### src/rtl/instr_enc_pkg.sv
// instr_enc_pkg: format codes, constants and the pack/range-check function for the encoder
package instr_enc_pkg;
  typedef enum logic [2:0] {EXT_I = 3'd0, EXT_U = 3'd1, EXT_S = 3'd2, EXT_B = 3'd3, EXT_J = 3'd4} ext_op_e;
  localparam logic [31:0] NOP = 32'h0000_0013;
  localparam int FIFO_DEPTH = 2;
  typedef struct packed {
    logic err;
    logic [31:0] instr;
  } enc_t;
  function automatic logic fits(input logic [31:0] v, input int unsigned msb);
    logic [31:0] t;
    t = 32'($signed(v) >>> msb);
    return t == '0 || t == '1;
  endfunction
  function automatic enc_t encode(input logic [2:0] op, input logic [6:0] opcode, input logic [2:0] funct3,
                                  input logic [6:0] funct7, input logic shamt, input logic [4:0] rd, rs1, rs2,
                                  input logic [31:0] imm);
    enc_t r;
    r.err = 1'b1;
    r.instr = NOP;
    case (op)
      EXT_I: begin
        r.instr = shamt ? {funct7, imm[4:0], rs1, funct3, rd, opcode} : {imm[11:0], rs1, funct3, rd, opcode};
        r.err = shamt ? |imm[31:5] : !fits(imm, 11);
      end
      EXT_U: begin
        r.instr = {imm[31:12], rd, opcode};
        r.err = |imm[11:0];
      end
      EXT_S: begin
        r.instr = {imm[11:5], rs2, rs1, funct3, imm[4:0], opcode};
        r.err = !fits(imm, 11);
      end
      EXT_B: begin
        r.instr = {imm[12], imm[10:5], rs2, rs1, funct3, imm[4:1], imm[11], opcode};
        r.err = imm[0] || !fits(imm, 12);
      end
      EXT_J: begin
        r.instr = {imm[20], imm[10:1], imm[11], imm[19:12], rd, opcode};
        r.err = imm[0] || !fits(imm, 20);
      end
      default: ;
    endcase
    return r;
  endfunction
endpackage

### src/rtl/instr_encoder_if.sv
// instr_encoder_if: request fields and result handshake between a requester and the encoder
interface instr_encoder_if;
  logic in_valid, in_ready;
  logic [2:0] ext_op;
  logic [6:0] opcode;
  logic [2:0] funct3;
  logic [6:0] funct7;
  logic imm_is_shamt;
  logic [4:0] rd, rs1, rs2;
  logic [31:0] imm;
  logic out_valid, out_ready;
  logic [31:0] instr;
  logic err;
  modport master (output in_valid, ext_op, opcode, funct3, funct7, imm_is_shamt, rd, rs1, rs2, imm, out_ready,
                  input in_ready, out_valid, instr, err);
  modport slave (input in_valid, ext_op, opcode, funct3, funct7, imm_is_shamt, rd, rs1, rs2, imm, out_ready,
                 output in_ready, out_valid, instr, err);
endinterface

### src/rtl/enc_fifo2.sv
// enc_fifo2: two-entry result buffer holding {err, instr}
module enc_fifo2 import instr_enc_pkg::*; (
  input  logic clk,
  input  logic rstn,
  input  logic push,
  input  logic pop,
  input  enc_t din,
  output enc_t dout,
  output logic [1:0] cnt
);
  enc_t mem [FIFO_DEPTH];
  logic wp, rp;
  always_ff @(posedge clk or negedge rstn)
    if (!rstn) begin
      mem[0] <= '0;
      mem[1] <= '0;
      wp <= 1'b0;
      rp <= 1'b0;
      cnt <= 2'd0;
    end else begin
      if (push) begin
        mem[wp] <= din;
        wp <= !wp;
      end
      if (pop) rp <= !rp;
      cnt <= cnt + 2'(push) - 2'(pop);
    end
  assign dout = mem[rp];
endmodule

### src/rtl/instr_encoder.sv
// instr_encoder: packs RV32 instruction fields with range checks into a 2-deep result buffer
module instr_encoder import instr_enc_pkg::*; #(
  parameter int CNT_W = 16
) (
  input  logic clk,
  input  logic rstn,
  instr_encoder_if.slave bus,
  output logic [CNT_W-1:0] enc_cnt,
  output logic [CNT_W-1:0] err_cnt
);
  enc_t enc, head;
  logic [1:0] cnt;
  logic live, accept;
  always_comb enc = encode(bus.ext_op, bus.opcode, bus.funct3, bus.funct7, bus.imm_is_shamt,
                           bus.rd, bus.rs1, bus.rs2, bus.imm);
  // live holds in_ready low during reset and for no longer than the first edge after release
  assign bus.in_ready = live && cnt < 2'(FIFO_DEPTH);
  assign bus.out_valid = cnt != 2'd0;
  assign bus.instr = head.instr;
  assign bus.err = head.err;
  assign accept = bus.in_valid && bus.in_ready;
  always_ff @(posedge clk or negedge rstn)
    if (!rstn) begin
      live <= 1'b0;
      enc_cnt <= '0;
      err_cnt <= '0;
    end else begin
      live <= 1'b1;
      if (accept && !(&enc_cnt)) enc_cnt <= enc_cnt + CNT_W'(1);
      if (accept && enc.err && !(&err_cnt)) err_cnt <= err_cnt + CNT_W'(1);
    end
  enc_fifo2 u_fifo (
    .clk(clk),
    .rstn(rstn),
    .push(accept),
    .pop(bus.out_valid && bus.out_ready),
    .din(enc),
    .dout(head),
    .cnt(cnt)
  );
endmodule

### src/flat_wrapper.sv
// flat-port wrapper written by rule: the top's interface ports become plain ports
module instr_encoder_flat import instr_enc_pkg::*;
#(
  parameter int CNT_W = 16
)
  (clk, rstn, enc_cnt, err_cnt, bus_in_valid, bus_ext_op, bus_opcode, bus_funct3, bus_funct7, bus_imm_is_shamt, bus_rd, bus_rs1, bus_rs2, bus_imm, bus_out_ready, bus_in_ready, bus_out_valid, bus_instr, bus_err);
  instr_encoder_if bus_i ();
  input  logic clk;
  input  logic rstn;
  output logic [CNT_W-1:0] enc_cnt;
  output logic [CNT_W-1:0] err_cnt;
  input wire logic [$bits(bus_i.in_valid)-1:0] bus_in_valid;
  input wire logic [$bits(bus_i.ext_op)-1:0] bus_ext_op;
  input wire logic [$bits(bus_i.opcode)-1:0] bus_opcode;
  input wire logic [$bits(bus_i.funct3)-1:0] bus_funct3;
  input wire logic [$bits(bus_i.funct7)-1:0] bus_funct7;
  input wire logic [$bits(bus_i.imm_is_shamt)-1:0] bus_imm_is_shamt;
  input wire logic [$bits(bus_i.rd)-1:0] bus_rd;
  input wire logic [$bits(bus_i.rs1)-1:0] bus_rs1;
  input wire logic [$bits(bus_i.rs2)-1:0] bus_rs2;
  input wire logic [$bits(bus_i.imm)-1:0] bus_imm;
  input wire logic [$bits(bus_i.out_ready)-1:0] bus_out_ready;
  output wire logic [$bits(bus_i.in_ready)-1:0] bus_in_ready;
  output wire logic [$bits(bus_i.out_valid)-1:0] bus_out_valid;
  output wire logic [$bits(bus_i.instr)-1:0] bus_instr;
  output wire logic [$bits(bus_i.err)-1:0] bus_err;
  assign bus_i.in_valid = bus_in_valid;
  assign bus_i.ext_op = bus_ext_op;
  assign bus_i.opcode = bus_opcode;
  assign bus_i.funct3 = bus_funct3;
  assign bus_i.funct7 = bus_funct7;
  assign bus_i.imm_is_shamt = bus_imm_is_shamt;
  assign bus_i.rd = bus_rd;
  assign bus_i.rs1 = bus_rs1;
  assign bus_i.rs2 = bus_rs2;
  assign bus_i.imm = bus_imm;
  assign bus_i.out_ready = bus_out_ready;
  assign bus_in_ready = bus_i.in_ready;
  assign bus_out_valid = bus_i.out_valid;
  assign bus_instr = bus_i.instr;
  assign bus_err = bus_i.err;
  instr_encoder #(.CNT_W(CNT_W)) u_core (.clk(clk), .rstn(rstn), .bus(bus_i), .enc_cnt(enc_cnt), .err_cnt(err_cnt));
endmodule
### config.mk
export PLATFORM = sky130hd
export DESIGN_NAME = instr_encoder_flat
export DESIGN_NICKNAME = d
export VERILOG_FILES = /design/src/rtl/instr_enc_pkg.sv /design/src/rtl/instr_encoder_if.sv /design/src/rtl/enc_fifo2.sv /design/src/rtl/instr_encoder.sv /design/src/flat_wrapper.sv
export SDC_FILE = /design/constraint.sdc
export NUM_CORES = 1
export LEC_CHECK = 0
export ABC_AREA = 1
export BUFFER_PORTS_ARGS = -buffer_cell sky130_fd_sc_hd__clkbuf_2
export CORE_ASPECT_RATIO = 1.2
export CORE_MARGIN = 4
export CORE_UTILIZATION = 54
export CTS_BUF_LIST = sky130_fd_sc_hd__clkbuf_16
export CTS_CLUSTER_SIZE = 25
export DETAILED_ROUTE_END_ITERATION = 7
export GPL_TIMING_DRIVEN = 0
export PLACE_DENSITY = 0.85
export SLEW_MARGIN = 25
export SYNTH_ARGS = -nofsm -noshare
export SYNTH_HDL_FRONTEND = slang
export SYNTH_SLANG_ARGS = --single-unit
### constraint.sdc
create_clock -name clk -period 2.2 [get_ports clk]
set_clock_uncertainty 0.1 [all_clocks]
set_input_delay 0.55 -clock clk [delete_from_list [all_inputs] [get_ports clk]]
set_output_delay 0.55 -clock clk [all_outputs]
set_load 0.005 [all_outputs]
==> run metrics <==
Clk pwr share 22.3%; worst-case hold slack 0.379 ns; Worst setup startpoint u_core.u_fifo.rp$_DFFE_PN0P_; initial antenna violation count 0; main combinational cell family by area after synthesis simple AND/OR/NAND/NOR gates; launch instance of the worst register-to-register path u_core.err_cnt[0]$_DFFE_PN0P_; arrival time at the worst endpoint around 1.5 ns; chain of cells forming the critical path clkbuf_2 > o21ai_0 > clkbuf_2; placed inst area 6540 um^2; Final Slew Violations 0; run status complete, no violations; slew of the pin with the lowest slew margin between 0.8 and 0.9 ns; post-detailed-route DRC marker count 0; number of routed nets with antenna violations 0; Congestion Overflow GR 0; full die area 12200 um^2; Synth Area in Simple Gates 30.7%; shortest period the worst path allows 2.12 ns; library cells used by synthesis 34; endpoint kind of the worst setup timing path output port; floorplan row count 40; number of buffer cells added on primary ports about 140; Setup Crit Path Kind reg2out; final setup TNS 0 ns; worst min path class reg2reg; Max rail drop VDD 0.487 mV; total detailed-routing wirelength 15.1 mm; Critical Path Start Type register; buffer and inverter count on the worst path 2; average wire per standard cell between 10 and 15 um; Root Driver clkbuf_16; placeable core region 10100 um^2; slowest stage cell on the critical path dfrtp_2; half-perimeter wire length of the detailed placement result 11.3 mm; CP required 1.55 ns; leakage power approximately 3.6 nW; portion of synthesized cell area occupied by the leading cell type a little under half; Initial Utilization 56.0%; final instance count without filler cells 1061; maximum number of pins on one net before global-route repair 87; compound-cell area share of the yosys netlist around 10%; Clock Sink Count 103; adder and majority gate portion of the synthesized area 0.884%; total number of vias 5648; register area share after synthesis 45.5%; Worst Reg2Reg Path Length in Cells 8; final standard cell area without fillers between 6000 and 7000 um^2; multiplexer share of the synthesized area 0%; worst reg-to-reg setup slack around 0.1 ns; number of nets in the layout around 1000; peak fanout along the critical path 10; switching power total between 2 and 2.5 mW; biggest cell delay along the critical path 0.44 ns; dominant cell type by area after synthesis dfrtp_1; timing endpoint of the critical path bus_instr[29]; logic depth of the worst path, buffers included 3; fraction of final layout cells sized beyond drive strength 1 20.1%; total chip power 6.76 mW; relative area change from synthesis to final layout 21.4%; internal power consumption 4.28 mW; clock transition time at the flip-flop clock pins of the worst setup and hold paths 0.07 ns; global-route usage over all layers 25.5%; net count after synthesis between 800 and 900; number of global-route vias before repair 5485; Crit path top cell by count clkbuf_2; # fillers 904; global placer's final weighted congestion 0.911; register cell area after layout 2580 um^2; clock tree from TritonCTS yes; # placed instances 1042; Num CTS Buffers 9; H-tree depth reported by CTS 3; fin crit share between 90% and 100%; global-route wire length before repair 24.8 mm; 1st-iter DRT viols ~300; top achievable clock speed 0.472 GHz; number of antenna cells inserted 0; final hold vios 0; number of standard cells after synthesis between 700 and 800; switching fraction of total power between 30% and 40%; y dimension of the die 120 um; Skew-Pair Late Insertion Delay 0.34 ns; sequential fraction of design power 42.8%; count of pins on the block boundary 139; register bit total from synthesis between 100 and 150; area of the multi-input gates ~2600 um^2; XOR/XNOR share of the synthesized area approximately 4.8%; maximum clock insertion buffer count 2; Pre-Repair DR Iteration Count 5; relative max-transition margin 45.7%; r2r endpoint u_core.err_cnt[4]$_DFFE_PN0P_; average cell area after synthesis 7.28 um^2; area of the mapped netlist 5660 um^2; vias per std cell 5.32; number of maximum-capacitance violations 0; most area-consuming cells after synthesis dfrtp_1 46%, nand2_1 19%, o21ai_0 7.7%, inv_1 5.3%, nor2_1 3.5%; synthesis warning total 0; Final setup viols 0; family with the most delay on the worst path flip-flops; Power Dens Cells 983 nW/um^2; combinational share of power 34.9%; x dimension of the die 101 um
## area by class of cell
type                    instances  area share, %
plain buffers                  30           2.31
clock buffers                   9           3.28
clock inverters                 7          0.783
inverters                      84           4.59
multi-input cells             561           38.4
flip-flops and latches        103           37.5
well taps                     126           2.29
repair buffers                141           10.9
## routing by layer
metal	global-route usage, %	wire length, um	vias to the layer above
met1	32.4	6200	2600
met5	0	0	-
met4	11.4	409	0
met2	41.9	7350	242
met3	4.59	1170	34
li1	-	-	2772
## sequential cells by signal (all words and copies together) (netlist names)
register	count
u_core.u_fifo.cnt	2
u_core.live	1
u_core.err_cnt	16
u_core.u_fifo.mem	66
u_core.u_fifo.rp	1
u_core.u_fifo.wp	1
u_core.enc_cnt	16
## how the worst min path moves through the flow
stage,startpoint,to,slack [ns],cells after the start
floorplan,rstn,u_core.enc_cnt[0]$_DFFE_PN0P_,0.15,0
global placement,u_core.u_fifo.mem[28]$_DFFE_PN0P_,u_core.u_fifo.mem[28]$_DFFE_PN0P_,0.36,2
detailed placement,rstn,u_core.enc_cnt[4]$_DFFE_PN0P_,0.32,1
CTS,u_core.u_fifo.mem[31]$_DFFE_PN0P_,u_core.u_fifo.mem[31]$_DFFE_PN0P_,0.38,2
global route,u_core.u_fifo.mem[26]$_DFFE_PN0P_,u_core.u_fifo.mem[26]$_DFFE_PN0P_,0.40,2
finish,u_core.u_fifo.mem[31]$_DFFE_PN0P_,u_core.u_fifo.mem[31]$_DFFE_PN0P_,0.38,2
## cell families (layout without fill, tap and decap cells)
logic type,Yosys count,in the layout
AOI/OAI and AO/OA,106,106
xor gates and xnor gates,31,31
adders and majority gates,4,4
buffers and inverters,114,271
DFF,103,103
other,1,1
and+or+nand+nor,419,419
## layout by cell type, fill, tap and decap left out, types with 2 or more instances in the layout
| master | n |
|---|---|
| a21oi_1 | 3 |
| buf_2 | 5 |
| buf_4 | 5 |
| buf_6 | 2 |
| clkbuf_1 | 16 |
| clkbuf_16 | 9 |
| clkbuf_2 | 139 |
| clkbuf_8 | 2 |
| clkinv_1 | 2 |
| dfrtp_1 | 102 |
| ha_1 | 4 |
| inv_1 | 80 |
| inv_2 | 3 |
| inv_6 | 2 |
| nand2_1 | 291 |
| nand3_1 | 25 |
| nand4_1 | 23 |
| nor2_1 | 53 |
| nor2_2 | 7 |
| nor3_1 | 8 |
| nor4_1 | 2 |
| o211ai_1 | 11 |
| o21ai_0 | 87 |
| or2_2 | 4 |
| xnor2_1 | 14 |
| xor2_1 | 17 |
## cell usage after synthesis
cell / number
clkinv_1: 1
a21oi_1: 3
o211ai_1: 11
nor2_1: 53
o21ai_0: 87
nor3_1: 8
dfrtp_1: 103
nor4_1: 2
a221oi_1: 1
xnor2_1: 14
nor3_2: 1
nand3_1: 25
inv_2: 3
nand2_1: 291
buf_4: 1
a211oi_1: 1
or2_2: 4
buf_2: 5
inv_1: 80
nor2_4: 1
ha_1: 4
buf_6: 2
nor2_2: 7
nor4b_1: 1
nor3b_1: 1
o22ai_1: 1
clkbuf_1: 22
o21ai_1: 1
nand2_2: 1
a32o_1: 1
conb_1: 1
nand4_1: 23
nand3_2: 1
xor2_1: 17
## power by group through the flow
stage / Combinational (mW) / Sequential (mW) / Clock, mW
CTS: 2.40 / 2.89 / 1.52
finish: 2.36 / 2.89 / 1.50
global placement: 2.26 / 2.89 / 0
floorplan: 1.35 / 2.84 / 0
detailed placement: 2.33 / 2.91 / 0
global route: 2.73 / 2.97 / 1.59
## what timing repair did
action | 4_1_cts | 5_1_grt
endpoints found under the setup margin | 23 | 21
pin swaps | 0 | 1
gates resized for setup | 10 | 4
setup buffers | 0 | 2
hold buffers | 1 | 0
endpoints found under the hold margin | 17 | 0
## worst register-to-register path: stages, from the launching register on
cell and delay, ns:
dfrtp_1 0.43, ha_1 0.21, nand3_1 0.19, nor3_4 0.22, nand4_1 0.14, buf_4 0.19
clkbuf_1 0.24, nand4_1 0.20, nand2_1 0.08
## metrics by stage
| stage | setup WS, ns | util (%) |
|---|---|---|
| after CTS | 0.0224 | 67.8 |
| after floorplan | 0.360 | - |
| after detailed placement | -0.0914 | 64.7 |
| after global placement | -0.837 | 64.3 |
| after global routing | -0.0109 | 68.0 |
| final | 0.0828 | 68.0 |
Power figures use the tool's default switching activity.
